## src/rtl/uart_tx_arbiter.sv

```systemverilog
`default_nettype none
// ============================================================================
// Module   : uart_tx_arbiter
// Brief    : Round-robin, packet-locked arbiter sharing one uart_tx between
//            NUM_REQ byte-stream requesters, with a per-byte watchdog.
// Revision : 1.0
// ============================================================================
module uart_tx_arbiter #(
  parameter int NUM_REQ        = 4,
  parameter int NUM_DATA_BITS  = 8,
  parameter int TIMEOUT_CYCLES = 4096
) (
  input  logic                             clk,
  input  logic                             reset,
  input  logic [NUM_REQ-1:0]               i_req,
  input  logic [NUM_REQ*NUM_DATA_BITS-1:0] i_req_byte,
  input  logic [NUM_REQ-1:0]               i_req_last,
  output logic [NUM_REQ-1:0]               o_req_ack,
  output logic [NUM_REQ-1:0]               o_grant,
  output logic [$clog2(NUM_REQ)-1:0]       o_grant_id,
  output logic                             o_busy,
  output logic                             o_tx_write,
  output logic [NUM_DATA_BITS-1:0]         o_tx_byte,
  input  logic                             i_tx_busy,
  input  logic                             i_tx_done,
  output logic                             o_abort_err,
  output logic                             o_timeout_err
);

  localparam int                  c_ID_W     = $clog2(NUM_REQ);
  localparam int                  c_WD_W     = $clog2(TIMEOUT_CYCLES) + 1;
  localparam logic [c_WD_W-1:0]   c_WD_MAX   = c_WD_W'(TIMEOUT_CYCLES - 1);
  localparam logic [c_ID_W-1:0]   c_PTR_INIT = c_ID_W'(NUM_REQ - 1);
  localparam logic [NUM_REQ-1:0]  c_ONE      = {{(NUM_REQ-1){1'b0}}, 1'b1};

  typedef enum logic [1:0] {
    S_IDLE      = 2'd0,
    S_LOAD      = 2'd1,
    S_SEND      = 2'd2,
    S_WAIT_DONE = 2'd3
  } state_t;

  state_t                     r_state;
  logic [c_ID_W-1:0]          r_rr_ptr;
  logic [c_ID_W-1:0]          r_owner;
  logic                       r_last;
  logic                       r_sent;
  logic [c_WD_W-1:0]          r_wd;
  logic                       r_tx_busy_d;
  logic [NUM_REQ-1:0]         r_req_ack;
  logic [NUM_REQ-1:0]         r_grant;
  logic [c_ID_W-1:0]          r_grant_id;
  logic                       r_busy;
  logic                       r_tx_write;
  logic [NUM_DATA_BITS-1:0]   r_tx_byte;
  logic                       r_abort_err;
  logic                       r_timeout_err;

  logic                       w_found;
  logic [c_ID_W-1:0]          w_sel;
  logic                       w_owner_req;
  logic                       w_owner_last;
  logic [NUM_DATA_BITS-1:0]   w_owner_byte;
  logic                       w_busy_fall;

  // Search order is rr_ptr+1, rr_ptr+2, ...; the smallest offset is applied last and wins.
  always_comb begin
    w_found = 1'b0;
    w_sel   = '0;
    for (int k = NUM_REQ; k >= 1; k--) begin
      for (int i = 0; i < NUM_REQ; i++) begin
        if (i_req[i] && (((int'(r_rr_ptr) + k) % NUM_REQ) == i)) begin
          w_found = 1'b1;
          w_sel   = c_ID_W'(i);
        end
      end
    end
  end

  always_comb begin
    w_owner_req  = 1'b0;
    w_owner_last = 1'b0;
    w_owner_byte = '0;
    for (int i = 0; i < NUM_REQ; i++) begin
      if (c_ID_W'(i) == r_owner) begin
        w_owner_req  = i_req[i];
        w_owner_last = i_req_last[i];
        w_owner_byte = i_req_byte[i*NUM_DATA_BITS +: NUM_DATA_BITS];
      end
    end
  end

  assign w_busy_fall = i_tx_done && !i_tx_busy && r_tx_busy_d;

  always_ff @(posedge clk) begin
    if (reset) begin
      r_state       <= S_IDLE;
      r_rr_ptr      <= c_PTR_INIT;
      r_owner       <= '0;
      r_last        <= 1'b0;
      r_sent        <= 1'b0;
      r_wd          <= '0;
      r_tx_busy_d   <= 1'b0;
      r_req_ack     <= '0;
      r_grant       <= '0;
      r_grant_id    <= '0;
      r_busy        <= 1'b0;
      r_tx_write    <= 1'b0;
      r_tx_byte     <= '0;
      r_abort_err   <= 1'b0;
      r_timeout_err <= 1'b0;
    end else begin
      r_tx_busy_d <= i_tx_busy;
      r_req_ack   <= '0;
      case (r_state)
        S_IDLE: begin
          if (w_found) begin
            r_owner    <= w_sel;
            r_grant_id <= w_sel;
            r_grant    <= c_ONE << w_sel;
            r_busy     <= 1'b1;
            r_sent     <= 1'b0;
            r_state    <= S_LOAD;
          end
        end
        S_LOAD: begin
          if (!w_owner_req) begin
            // A withdrawal before any byte went out is a clean cancel and costs no turn.
            if (r_sent) begin
              r_abort_err <= 1'b1;
              r_rr_ptr    <= r_owner;
            end
            r_grant    <= '0;
            r_grant_id <= '0;
            r_busy     <= 1'b0;
            r_state    <= S_IDLE;
          end else begin
            r_tx_byte  <= w_owner_byte;
            r_last     <= w_owner_last;
            r_req_ack  <= r_grant;
            r_tx_write <= 1'b1;
            r_wd       <= '0;
            r_sent     <= 1'b1;
            r_state    <= S_SEND;
          end
        end
        S_SEND, S_WAIT_DONE: begin
          if (r_wd == c_WD_MAX) begin
            r_timeout_err <= 1'b1;
            r_tx_write    <= 1'b0;
            r_grant       <= '0;
            r_grant_id    <= '0;
            r_busy        <= 1'b0;
            r_rr_ptr      <= r_owner;
            r_state       <= S_IDLE;
          end else begin
            r_wd <= r_wd + 1'b1;
            if (r_state == S_SEND) begin
              if (i_tx_busy) begin
                r_tx_write <= 1'b0;
                r_state    <= S_WAIT_DONE;
              end
            end else if (w_busy_fall) begin
              if (r_last) begin
                r_grant    <= '0;
                r_grant_id <= '0;
                r_busy     <= 1'b0;
                r_rr_ptr   <= r_owner;
                r_state    <= S_IDLE;
              end else begin
                r_state <= S_LOAD;
              end
            end
          end
        end
        default: r_state <= S_IDLE;
      endcase
    end
  end

  assign o_req_ack     = r_req_ack;
  assign o_grant       = r_grant;
  assign o_grant_id    = r_grant_id;
  assign o_busy        = r_busy;
  assign o_tx_write    = r_tx_write;
  assign o_tx_byte     = r_tx_byte;
  assign o_abort_err   = r_abort_err;
  assign o_timeout_err = r_timeout_err;

endmodule
`default_nettype wire
```

## config.mk

```make
export PLATFORM = sky130hd
export DESIGN_NAME = uart_tx_arbiter
export DESIGN_NICKNAME = d
export VERILOG_FILES = /design/src/rtl/uart_tx_arbiter.sv
export SDC_FILE = /design/constraint.sdc
export NUM_CORES = 1
export LEC_CHECK = 0
export CAP_MARGIN = 20
export CORE_MARGIN = 10
export CORE_UTILIZATION = 48
export CTS_BUF_LIST = sky130_fd_sc_hd__clkbuf_4 sky130_fd_sc_hd__clkbuf_8
export DETAILED_ROUTE_END_ITERATION = 8
export GPL_TIMING_DRIVEN = 1
export HOLD_SLACK_MARGIN = 0.06
export PLACE_DENSITY = 0.86
export SLEW_MARGIN = 20
export SYNTH_ARGS = -nofsm -noshare
export SYNTH_HDL_FRONTEND = slang
export SYNTH_SLANG_ARGS = --single-unit
```

## constraint.sdc

```tcl
create_clock -name clk -period 2.6 [get_ports clk]
set_clock_uncertainty 0.2 [all_clocks]
set_input_delay 0.65 -clock clk [delete_from_list [all_inputs] [get_ports clk]]
set_output_delay 0.65 -clock clk [all_outputs]
set_load 0.01 [all_outputs]
```

==> results.yml <==
status:
  status: "finished, final reports clean"
clocking:
  clockBufferDepth: 2
  cts_hold_buf: 0
  cts.repair.resized: 0
  root_buffer: "sky130_fd_sc_hd__clkbuf_8"
  cts.clk_slew.worst_paths_ns: 0.09
  numCtsBuffers: 5
  clk_latency_worst_skew_pair_ns: 0.30
  cts.sinks: 44
  cts_tree: "done"
  postCtsSetupBuffers: 0
  cts_max_level: 2
routing:
  detail_route.iter0.violations: 91
  drc: 0
  viasPerCell: 5.81
  final_antenna_net_count: 0
  num_vias: 2039
  drt-pass1-iter-count: 4
  finalWirelength_um: 5720
  route.detailed.wl_per_inst_um: 16.3
power_and_ir_drop:
  leakage_power_of_the_design_nw: 1.11
  finalPower_mw: 1.62
  irDropWorstVdd_uv: 274
  p_per_area_nw_per_um2: 540
finish:
  nets: 343
  layout_cell_share_with_drive_strength_beyond_1_pct: 11.7
  filler_cell_count: 328
  syn_to_final_growth_pct: 38.1
  commonest_non_fill_non_tap_cells_in_the_layout: "65 x sky130_fd_sc_hd__clkdlybuf4s50_1, 44 x sky130_fd_sc_hd__dfxtp_1, 27 x sky130_fd_sc_hd__nor2_1, 18 x sky130_fd_sc_hd__a21oi_1, 14 x sky130_fd_sc_hd__nand2b_1"
  final_area_um2: 3010
  antenna-diode-count: 0
  finish.cell_count_without_fillers: 351
  postLayoutCoreUtil_pct: 68.6
  layout.cells.most_common: "sky130_fd_sc_hd__clkdlybuf4s50_1"
logic_synthesis:
  synth-edff-count: 0
  yosys_register_bits: 44
  yosysWarningCount: 0
  postSynthCellCount: 227
  synth.distinct_cells: 44
  asyncSetResetFlopFracSynth_pct: 0
  total_nets_after_synthesis: 272
  syn_area_um2: 2180
  synth.avg_cell_area_um2: 9.59
  yosysSeqAreaShare_pct: 40.5
  synth-main-ff-cell: "sky130_fd_sc_hd__dfxtp_1"
critical_path:
  critPathCaptureType: "register"
  worstPathCellList: "clkdlybuf4s50_1 -> mux4_2 -> mux2_2 -> a22oi_4 -> o22ai_1"
  worst_path_largest_cell_delay_ns: 0.54
  worst_ep_arrival_time_ns: 2.29
  critPathLaunchType: "input pin"
  cp.required_ns: 2.59
  cpMaxStageDelayCell: "sky130_fd_sc_hd__mux4_2"
  crit_type: "in2reg"
  crit_fanout: 7
die:
  fp-row-count: 24
  design.die.area_um2: 7630
  initial_core_util_pct: 49.6
  chipHeight_um: 87.3
  placeableCoreArea_um2: 4380
  floorplan.io_pins: 66
  die_width_um: 87.3
global_route:
  antenna_found_initial: 0
  grt_first_pass_wirelength_um: 9600
  via_count_of_the_first_global_routing_pass: 2157
  grt_start_max_net_pins: 20
  grt_util_all_layers_pct: 15.3
  grt_remaining_overflow: 0
placement:
  io_buffers: 65
  gp_congestion: 0.838
  placed_insts: 343
  dp.final_hpwl_um: 4490
  place_area_um2: 2910
hold_path:
  hold_path.class: "reg2reg"
sta:
  final.hold.worst_slack_ns: 0.254
  timing.slew.headroom_pct: 65.5
  fin_crit_sh_pct: 88.4
  setup_viol: 0
  report.final.slew_viol_count: 0
  grt_setup_unrepaired: "false"
  timing.fmax_mhz: 435
  finalHoldViolCount: 0
  min_period_ns: 2.30
  max_slew.worst_pin.slew_ns: 0.518
flow_run:
  max-cap-violations: 0
## flip-flops by register name (all words and copies together), names as in the netlist
signal         count
r_tx_busy_d        1
r_owner            2
o_timeout_err      1
r_last             1
o_grant            4
r_wd              13
o_tx_write         1
r_rr_ptr           2
o_abort_err        1
r_state            2
o_tx_byte          8
o_req_ack          4
r_sent             1
o_busy             1
o_grant_id         2
## report_power, final
group	internal [mW]	total, mW	leakage [nW]	switching, mW
Clock	0.190	0.437	0.0404	0.247
Combinational	0.240	0.420	0.711	0.180
Sequential	0.721	0.764	0.358	0.0434
## per-stage QoR
step	setup TNS (ns)	setup slack (ns)
finish	0	0.302
global route	0	0.252
CTS	0	0.310
detailed placement	-0.0275	-0.0147
global placement	0	0.0356
floorplan	0	0.518
## cell usage after synthesis, drive strengths merged, types with 6 or more instances
library cell	count	area (µm²)
or3	7	43.8
mux2i	11	110
o22ai	6	37.5
nand3	7	35.0
a21oi	18	90.1
clkbuf	7	26.3
mux4	10	225
dfxtp	44	881
buf	7	50.1
nand2	9	41.3
nand2b	14	87.6
nor2	27	101
## final timing paths
kind | slack [ns] | to | from | depth (start not counted)
worst max register to register | 0.39 | r_wd[11]$_SDFFE_PP0P_ | r_wd[0]$_SDFFE_PP0P_ | 5
worst min-delay path | 0.25 | o_timeout_err$_SDFFE_PP0P_ | o_timeout_err$_SDFFE_PP0P_ | 2
worst min register to register | 0.25 | o_timeout_err$_SDFFE_PP0P_ | o_timeout_err$_SDFFE_PP0P_ | 2
worst max-delay path | 0.30 | o_grant[0]$_SDFFE_PP0P_ | i_req[0] | 5
## per-layer routing
layer  vias to the layer above  global-route usage [%]  part of all wire, %
met3                         8                    7.68                  9.4
met1                       966                    16.3                   39
li1                        995                       -                    -
met5                         -                       0                    0
met2                        70                    26.3                   50
met4                         0                    3.62                  1.2
## cell type report
| cell class | count | area, µm² | area share [%] |
|---|---|---|---|
| inverters | 4 | 15.0 | 0.500 |
| clock buffers | 5 | 68.8 | 2.29 |
| repair buffers | 78 | 748 | 24.9 |
| well taps | 52 | 65.1 | 2.16 |
| multi-input cells | 165 | 1200 | 40.0 |
| clock inverters | 3 | 23.8 | 0.791 |
| flip-flops and latches | 44 | 881 | 29.3 |
## critical path, delay by kind of cell
family                 cells  cell delay (ns)
buffers and inverters      1             0.43
muxes                      2             0.86
AOI/OAI and AO/OA          2             0.35
## cell families after synthesis
logic type	after synthesis	synth area share (%)
mux	22	15.9
buf+inv	18	4.20
fa+ha+maj	1	0.575
compound gates	51	15.6
simple gates	91	23.2
flops	44	40.5
Power figures use the tool's default switching activity.
